--- src/rtl/dmem_pkg.sv ---
// Shared definitions for the data-memory port arbiter.
//   AW_DEFAULT   : default memory word-address width (1024 words)
//   BASE_DEFAULT : CPU byte address that maps to data-memory word 0
//   WAIT_W       : width of the SDU anti-starvation counter (covers 1..15)
//   owner_t      : who owns the read data returned by the memory next cycle
package dmem_pkg;

    localparam int          AW_DEFAULT   = 10;
    localparam logic [31:0] BASE_DEFAULT = 32'h0000_2000;
    localparam int          WAIT_W       = 4;

    typedef enum logic [1:0] {
        OWN_NONE    = 2'd0,
        OWN_CPU     = 2'd1,
        OWN_CPU_ERR = 2'd2,
        OWN_SDU     = 2'd3
    } owner_t;

endpackage

--- src/rtl/dmem_addr_xlate.sv ---
// CPU byte address -> data-memory word index, with range check.
//   cpu_addr : CPU byte address (bits [1:0] ignored)
//   word     : word index relative to BASE (low AW bits of the word offset)
//   in_range : address lies inside [BASE, BASE + 4*2**AW)
module dmem_addr_xlate
    import dmem_pkg::*;
#(
    parameter int          AW   = AW_DEFAULT,
    parameter logic [31:0] BASE = BASE_DEFAULT
) (
    input  logic [31:0]   cpu_addr,
    output logic [AW-1:0] word,
    output logic          in_range
);

    logic [31:0] off;
    logic        unused_byte_bits;

    assign off  = cpu_addr - BASE;
    assign word = off[AW+1:2];
    // Below BASE the subtraction wraps, so the explicit compare is required.
    assign in_range = (cpu_addr >= BASE) && (off[31:AW+2] == '0);
    assign unused_byte_bits = ^off[1:0];

endmodule

--- src/rtl/dmem_port_arbiter.sv ---
// Shares a single-port data memory between the CPU load/store path and the
// SDU debug port. Fixed CPU priority, with an SDU anti-starvation counter.
//   clk, rstn                : clock, asynchronous active-low reset
//   cpu_req/we/addr/wdata    : CPU request (byte address), held until cpu_gnt
//   cpu_gnt                  : CPU request accepted this cycle (combinational)
//   cpu_rvalid/rdata/err     : CPU load return (or error) one cycle after grant
//   sdu_halt                 : debugger freeze; blocks all CPU grants
//   sdu_req/we/addr/wdata    : SDU request (word index), held until sdu_gnt
//   sdu_gnt                  : SDU request accepted this cycle (combinational)
//   sdu_rvalid/rdata         : SDU read return one cycle after grant
//   mem_a/d/we, mem_q        : memory macro port, 1-cycle read latency
module dmem_port_arbiter
    import dmem_pkg::*;
#(
    parameter int          AW         = AW_DEFAULT,
    parameter logic [31:0] BASE       = BASE_DEFAULT,
    parameter int          STARVE_MAX = 4
) (
    input  logic          clk,
    input  logic          rstn,
    input  logic          cpu_req,
    input  logic          cpu_we,
    input  logic [31:0]   cpu_addr,
    input  logic [31:0]   cpu_wdata,
    output logic          cpu_gnt,
    output logic          cpu_rvalid,
    output logic [31:0]   cpu_rdata,
    output logic          cpu_err,
    input  logic          sdu_halt,
    input  logic          sdu_req,
    input  logic          sdu_we,
    input  logic [AW-1:0] sdu_addr,
    input  logic [31:0]   sdu_wdata,
    output logic          sdu_gnt,
    output logic          sdu_rvalid,
    output logic [31:0]   sdu_rdata,
    output logic [AW-1:0] mem_a,
    output logic [31:0]   mem_d,
    output logic          mem_we,
    input  logic [31:0]   mem_q
);

    localparam logic [WAIT_W-1:0] STARVE_LIM = WAIT_W'(STARVE_MAX);

    logic [AW-1:0]     cpu_word;
    logic              cpu_in_range;
    logic              sdu_win;
    logic              cpu_win;
    logic [WAIT_W-1:0] wait_cnt;
    logic [AW-1:0]     last_a_p1;
    owner_t            owner_p0;
    owner_t            owner_p1;

    dmem_addr_xlate #(
        .AW   (AW),
        .BASE (BASE)
    ) u_xlate (
        .cpu_addr (cpu_addr),
        .word     (cpu_word),
        .in_range (cpu_in_range)
    );

    // Stage p0: arbitration and memory drive, all combinational.
    // Grants are masked while reset is asserted so nothing reaches the macro.
    always_comb begin
        sdu_win = rstn && sdu_req &&
                  ((wait_cnt == STARVE_LIM) || !cpu_req || sdu_halt);
        cpu_win = rstn && cpu_req && !sdu_halt && !sdu_win;
    end

    assign sdu_gnt = sdu_win;
    assign cpu_gnt = cpu_win;

    always_comb begin
        mem_a    = last_a_p1;
        mem_d    = '0;
        mem_we   = 1'b0;
        owner_p0 = OWN_NONE;
        if (sdu_win) begin
            mem_a  = sdu_addr;
            mem_d  = sdu_wdata;
            mem_we = sdu_we;
            if (!sdu_we) begin
                owner_p0 = OWN_SDU;
            end
        end else if (cpu_win) begin
            mem_a = cpu_word;
            mem_d = cpu_wdata;
            // Out-of-range accesses never write; they report an error instead.
            if (!cpu_in_range) begin
                owner_p0 = OWN_CPU_ERR;
            end else if (cpu_we) begin
                mem_we = 1'b1;
            end else begin
                owner_p0 = OWN_CPU;
            end
        end
    end

    // Stage p1: owner of next cycle's read data, starvation counter, held address.
    always_ff @(posedge clk or negedge rstn) begin
        if (!rstn) begin
            wait_cnt  <= '0;
            owner_p1  <= OWN_NONE;
            last_a_p1 <= '0;
        end else begin
            owner_p1  <= owner_p0;
            last_a_p1 <= mem_a;
            if (sdu_req && !sdu_win) begin
                if (wait_cnt != STARVE_LIM) begin
                    wait_cnt <= wait_cnt + 1'b1;
                end
            end else begin
                wait_cnt <= '0;
            end
        end
    end

    // Return mux: only the owner sees mem_q; everyone else reads zero.
    always_comb begin
        cpu_rvalid = (owner_p1 == OWN_CPU) || (owner_p1 == OWN_CPU_ERR);
        cpu_err    = (owner_p1 == OWN_CPU_ERR);
        cpu_rdata  = (owner_p1 == OWN_CPU) ? mem_q : '0;
        sdu_rvalid = (owner_p1 == OWN_SDU);
        sdu_rdata  = (owner_p1 == OWN_SDU) ? mem_q : '0;
    end

endmodule

--- config.mk ---
export PLATFORM = sky130hd
export DESIGN_NAME = dmem_port_arbiter
export DESIGN_NICKNAME = d
export VERILOG_FILES = /design/src/rtl/dmem_pkg.sv /design/src/rtl/dmem_addr_xlate.sv /design/src/rtl/dmem_port_arbiter.sv
export SDC_FILE = /design/constraint.sdc
export NUM_CORES = 1
export LEC_CHECK = 0
export BUFFER_PORTS_ARGS = -buffer_cell sky130_fd_sc_hd__buf_2
export CORE_AREA = 5 5 98 100
export CTS_CLUSTER_SIZE = 10
export DETAILED_ROUTE_END_ITERATION = 12
export DIE_AREA = 0 0 103 105
export GPL_TIMING_DRIVEN = 0
export PLACE_DENSITY_LB_ADDON = 0.12
export RECOVER_POWER = 50
export REMOVE_ABC_BUFFERS = 1
export SLEW_MARGIN = 30
export SYNTH_ARGS = -nofsm -noshare
export SYNTH_HDL_FRONTEND = slang
export SYNTH_SLANG_ARGS = --single-unit
--- constraint.sdc ---
create_clock -name clk -period 4.26 [get_ports clk]
set_input_delay 0.852 -clock clk [delete_from_list [all_inputs] [get_ports clk]]
set_output_delay 0.852 -clock clk [all_outputs]
set_load 0.01 [all_outputs]
# [After elaboration in Yosys (flattened, before gate mapping)]
# Index checks and enable logic that the tools add are counted.
[word_totals] ff_bits=16 wordCells=43 output_inout_bits=112 input_bits=145
[classes] magnitude_cmp=1 add_sub_neg=2 n_mux=17 n_reduce_logical=14 n_eq_ne=6
[ops] operator="$mux 32" n=4
[ops] operator="$ge 32x14->1 const B" n=1
[ops] operator="$sub 32x14->32 const B" n=1
[ops] operator="$logic_not 20->1" n=1
[ops] operator="$mux 10" n=2
[ops] operator="$mux 2" n=4
[ops] operator="$mux 4" n=2
[ops] operator="$logic_and 1x1->1" n=7
[ops] operator="$mux 1" n=5
[ops] operator="$add 4x1->4 const B" n=1
[ops] operator="$eq 2x2->1 const B" n=2
[ops] operator="$eq 4x3->1 const B" n=1
[ops] operator="$ne 4x3->1 const B" n=1
[ops] operator="$logic_not 1->1" n=3
[ops] operator="$logic_or 1x1->1" n=3
[ops] operator="$eq 2x1->1 const B" n=1
[ops] operator="$ne 2x1->1 const B" n=1

# [Logic depth before layout (Yosys ltp)]
[depth] ltp_word=8 mapped_depth=9 mapped_depth_nobuf=8

# [Cells and area by module]
# Synthesis repeated with hierarchy kept, for this count alone.
[hier_totals] hier_cells=276 hier_area_um2=2162.1
[modules_own_cells] module="dmem_port_arbiter" area_each_um2=1951.9 n_inst=1 seq_area_each_um2=400.4 cells_per_inst=247
[modules_own_cells] module="dmem_addr_xlate" area_each_um2=210.2 n_inst=1 seq_area_each_um2=0.0 cells_per_inst=29

# [Worst setup path before layout]
# OpenSTA, ideal clock, no wires.
[synth_timing] kind="input to output" start="input port cpu_addr[30]" end="output port mem_we" cell_stages=5 path_slack_ns=1.088 required_time_ns=3.408 arrival_ns=2.320 path_buffers=0 cell_sequence="or4_4 > or4b_4 > o21ai_2 > nand4_2 > o21ai_1"
[synth_between] elab_chain_len=6 elab_cells_between_ends=7 classes_between="1 x add/sub; 1 x order compare; 3 x mux; 2 x reduce/logical"
[synth_lines] element="from (decl)" line_no="dmem_port_arbiter.sv:23" source="input logic [31:0] cpu_addr,"
[synth_lines] element="$sub 32x14->32" line_no="dmem_addr_xlate.sv:19" source="assign off = cpu_addr - BASE;"
[synth_lines] element="$logic_not 20->1" line_no="dmem_addr_xlate.sv:22" source="assign in_range = (cpu_addr >= BASE) && (off[31:AW+2] == '0);"
[synth_lines] element="$logic_and 1x1->1 *" line_no="dmem_addr_xlate.sv:22"
[synth_lines] element="$mux 1 *" line_no="dmem_port_arbiter.sv:90" source="if (!cpu_in_range) begin"
[synth_lines] element="$mux 1 *" line_no="dmem_port_arbiter.sv:86" source="end else if (cpu_win) begin"
[synth_lines] element="$mux 1 *" line_no="dmem_port_arbiter.sv:79" source="if (sdu_win) begin"
[synth_lines] element="to (decl)" line_no="dmem_port_arbiter.sv:39" source="output logic mem_we,"
# Mark *: on every way between the ends. The rest lies on a longest branch, timed or not.

# [Worst setup path after layout]
[layout_timing] start="input port rstn" end="output port mem_d[9]"
[layout_between] elab_chain_len=6 elab_cells_between_ends=8 classes_between="2 x mux; 6 x reduce/logical"
[layout_lines] element="from (decl)" line_no="dmem_port_arbiter.sv:20" source="input logic rstn,"
[layout_lines] element="$logic_and 1x1->1 (2 in a row)" line_no="dmem_port_arbiter.sv:66" source="sdu_win = rstn && sdu_req &&"
[layout_lines] element="$logic_not 1->1" line_no="dmem_port_arbiter.sv:68" source="cpu_win = rstn && cpu_req && !sdu_halt && !sdu_win;"
[layout_lines] element="$logic_and 1x1->1" line_no="dmem_port_arbiter.sv:68"
[layout_lines] element="$mux 32" line_no="dmem_port_arbiter.sv:86"
[layout_lines] element="$mux 32 *" line_no="dmem_port_arbiter.sv:79"
[layout_lines] element="to (decl)" line_no="dmem_port_arbiter.sv:38" source="output logic [31:0] mem_d,"
# Marks and branches as above.

==> flow_summary_export.csv <==
group,metric,value,unit
outcome,run_status,"finished, final reports clean",
finish,multi_input_area,1160,um2
setup_path,path_class,"in2out",
floorplanning,die_w,103,um
sta,setup_ws,0.634,ns
place,gpl.final_weighted_congestion,0.772,
routing,detail_route.wirelength,8380,um
sta,finalHoldViolations,0,
setup_path,worstPathMaxFanout,34,
synth,synthesis.area,1650,um2
synth,postSynthRegisterBits,16,
grt,grt_use_total,14.0,%
routing,drc,0,
floorplanning,floorplan.initialDensity,19.2,%
synth,syn_inst,215,
cts,htreeDepth,1,
setup_path,worstPathArrival,2.77,ns
cts,tritoncts_clock_tree,"yes",
finish,final-seq-area,400,um2
sta,final_max_slew_viol_count,0,
sta,min_period,3.63,ns
setup_path,required_time_at_the_worst_slack_endpoint,3.41,ns
setup_path,r2r_end,"owner_p1[0]",
grt,grt_start_max_net_pins,37,
routing,vias_per_cell,4.34,
job,drv_cap,0,
finish,layout_cells_sized_above_1,51.3,%
setup_path,reg2reg_from,"wait_cnt[0]",
cts,numCtsBuffers,3,
floorplanning,io_pins,257,
setup_path,reg2reg_depth,8,
finish,layout-area-overhead-vs-synth,82.8,%
routing,vias,2454,
hold_path,holdCritPathClass,"in2async",
cts,root_buffer,"sky130_fd_sc_hd__clkbuf_8",
sta,final.period_utilization,85.1,%
grt,global_route_wire_length_before_repair,12200,um
power_and_ir_drop,power_per_cell_area,180,nW/um2
finish,layout.nets,610,
cts,hold_fix_buffers_at_cts,0,
cts,post_cts_setup_buffer_count,0,
sta,max_slew.worst_pin.slew,0.908,ns
synth,synthDistinctLibCells,29,
finish,finalCoreUtilization,35.2,%
cts,cts.repair.resized,0,
sta,finalSetupViolCount,0,
cts,clk_latency,0.25,ns
sta,final.setup.tns,0,ns
cts,clock-sinks,16,
setup_path,setup.reg_to_reg.worst_slack,2.09,ns
cts,worst_setup_hold_path_clk_slew,0.06,ns
grt,grt.overflow.total,0,
routing,wl_per_cell,14.8,um
floorplanning,chipHeight,105,um
synth,ys_top_cells_by_area,"sky130_fd_sc_hd__and2_1 24%, sky130_fd_sc_hd__dfrtp_1 24%, sky130_fd_sc_hd__a22o_1 17%",
finish,num_antenna_cells,0,
finish,filler_cell_count,992,
synth,synthDominantAreaCellType,"sky130_fd_sc_hd__and2_1",
routing,first_iter_violations,46,
cts,cts_max_path_buffers,2,
sta,rsz_0062_raised_after_global_routing,"false",
floorplanning,die_area,10800,um2
floorplanning,core-area,8590,um2
synth,yosysSeqAreaShare,24.2,%
floorplanning,floorplan.rows,34,
grt,antenna_violations_before_repair,0,
grt,first_global_vias,2426,
routing,firstDrtPassIters,4,
place,hpwlAfterDp,7190,um
synth,post_synth.cell_area_avg,7.69,um2
routing,drt.antenna.violating_nets,0,
sta,timing.fmax,0.276,GHz
place,io_buffer_count,254,
synth,synth.top_cell.area_share,24.2,%
synth,yosysWarnings,0,
setup_path,worst_setup_path_start_kind,"input pin",
power_and_ir_drop,leakagePower,0.00174,uW
sta,maxSlewHeadroom,39.5,%
place,pre_cts_slack,0.531,ns
power_and_ir_drop,max-vdd-ir-drop,104,uV
sta,timing.clock.skew,0.00149,ns
setup_path,crit_path_end_kind,"output port",
==> registers in the layout, indices dropped and copies added (netlist names) <==
| signal | flops |
|---|---|
| wait_cnt | 4 |
| last_a_p1 | 10 |
| owner_p1 | 2 |
==> cell usage after synthesis <==
master                      number
sky130_fd_sc_hd__a21oi_1         3
sky130_fd_sc_hd__o21ai_1         1
sky130_fd_sc_hd__o21ai_2         1
sky130_fd_sc_hd__inv_2           2
sky130_fd_sc_hd__clkbuf_1       15
sky130_fd_sc_hd__nor4_1          2
sky130_fd_sc_hd__nand2_1         8
sky130_fd_sc_hd__or4_4           1
sky130_fd_sc_hd__and2_1         64
sky130_fd_sc_hd__xor2_1          2
sky130_fd_sc_hd__xnor2_1         2
sky130_fd_sc_hd__a211o_1         1
sky130_fd_sc_hd__nand2b_1        1
sky130_fd_sc_hd__o21bai_1        1
sky130_fd_sc_hd__nand3b_1        3
sky130_fd_sc_hd__nor2b_1         1
sky130_fd_sc_hd__nor3_1          3
sky130_fd_sc_hd__nand3_1         3
sky130_fd_sc_hd__nor2_1         24
sky130_fd_sc_hd__dfrtp_1        16
sky130_fd_sc_hd__o21a_1          1
sky130_fd_sc_hd__or4_1           1
sky130_fd_sc_hd__a22o_1         32
sky130_fd_sc_hd__or4b_4          1
sky130_fd_sc_hd__inv_1           7
sky130_fd_sc_hd__o22ai_1        11
sky130_fd_sc_hd__o2bb2ai_1       1
sky130_fd_sc_hd__nand4_2         1
sky130_fd_sc_hd__ha_1            6
==> final cells by class <==
class                           instances  area share, %
Timing Repair Buffer                  254           40.9
Multi-Input combinational cell        175           38.5
Sequential cell                        16           13.2
Tap cell                              108           4.47
Clock buffer                            4           1.82
Inverter                                9           1.12
==> kinds of logic after synthesis <==
group           synth area share (%)
simple gates                    38.9
xor+xnor                        2.12
buf+inv                         5.45
fa+ha+maj                       4.54
flops                           24.2
compound gates                  24.8
==> how the worst max path moves through the flow <==
stage | from | to | slack [ns] | cells after the start
2_1_floorplan | cpu_addr[30] | mem_we | 1.09 | 5
3_3_place_gp | rstn | mem_d[9] | 0.54 | 5
3_5_place_dp | rstn | mem_d[9] | 0.53 | 5
4_1_cts | rstn | mem_d[9] | 0.52 | 5
5_1_grt | rstn | mem_d[14] | 0.35 | 5
6_report | rstn | mem_d[9] | 0.63 | 5
==> worst max-delay path, cell delays in order <==
cell	delay (ns)
sky130_fd_sc_hd__buf_2	0.34
sky130_fd_sc_hd__nand3_1	0.52
sky130_fd_sc_hd__inv_2	0.63
sky130_fd_sc_hd__a22o_1	0.26
sky130_fd_sc_hd__buf_2	0.14
==> layout by cell type, fill, tap and decap left out, types with 7 or more instances in the layout <==
cell type	count
sky130_fd_sc_hd__clkbuf_1	29
sky130_fd_sc_hd__nor2_1	24
sky130_fd_sc_hd__dfrtp_1	16
sky130_fd_sc_hd__a22o_1	32
sky130_fd_sc_hd__and2_0	10
sky130_fd_sc_hd__and2_1	54
sky130_fd_sc_hd__buf_2	225
sky130_fd_sc_hd__nand2_1	8
sky130_fd_sc_hd__o22ai_1	11
sky130_fd_sc_hd__inv_1	7
==> layer usage <==
layer  vias to the layer above  track usage [%]  wire length (um)
met4                         0             1.39                24
li1                       1233                -                 -
met1                      1068             14.2              2870
met5                         -                0                 0
met3                         2             4.93              1120
met2                       151             27.6              4370
==> power breakdown <==
group | switching (uW) | total, uW | internal (uW) | leakage [uW]
clock network | 52.3 | 134 | 82.0 | 0.0000288
registers | 8.67 | 179 | 171 | 0.000190
logic | 116 | 230 | 113 | 0.00152
total | 177 | 543 | 366 | 0.00174
==> stage by stage <==
step / cells / hold WS (ns) / cell area (um2) / total power [uW]
after floorplan: 200 / 0.520 / 1600 / 282
after global placement: 562 / 0.507 / 3000 / 415
after detailed placement: 562 / 0.517 / 3000 / 418
after CTS: 566 / 0.535 / 3060 / 556
after global routing: 566 / 0.555 / 3020 / 585
final: 566 / 0.526 / 3020 / 543
(Power assumes the default switching activity.)
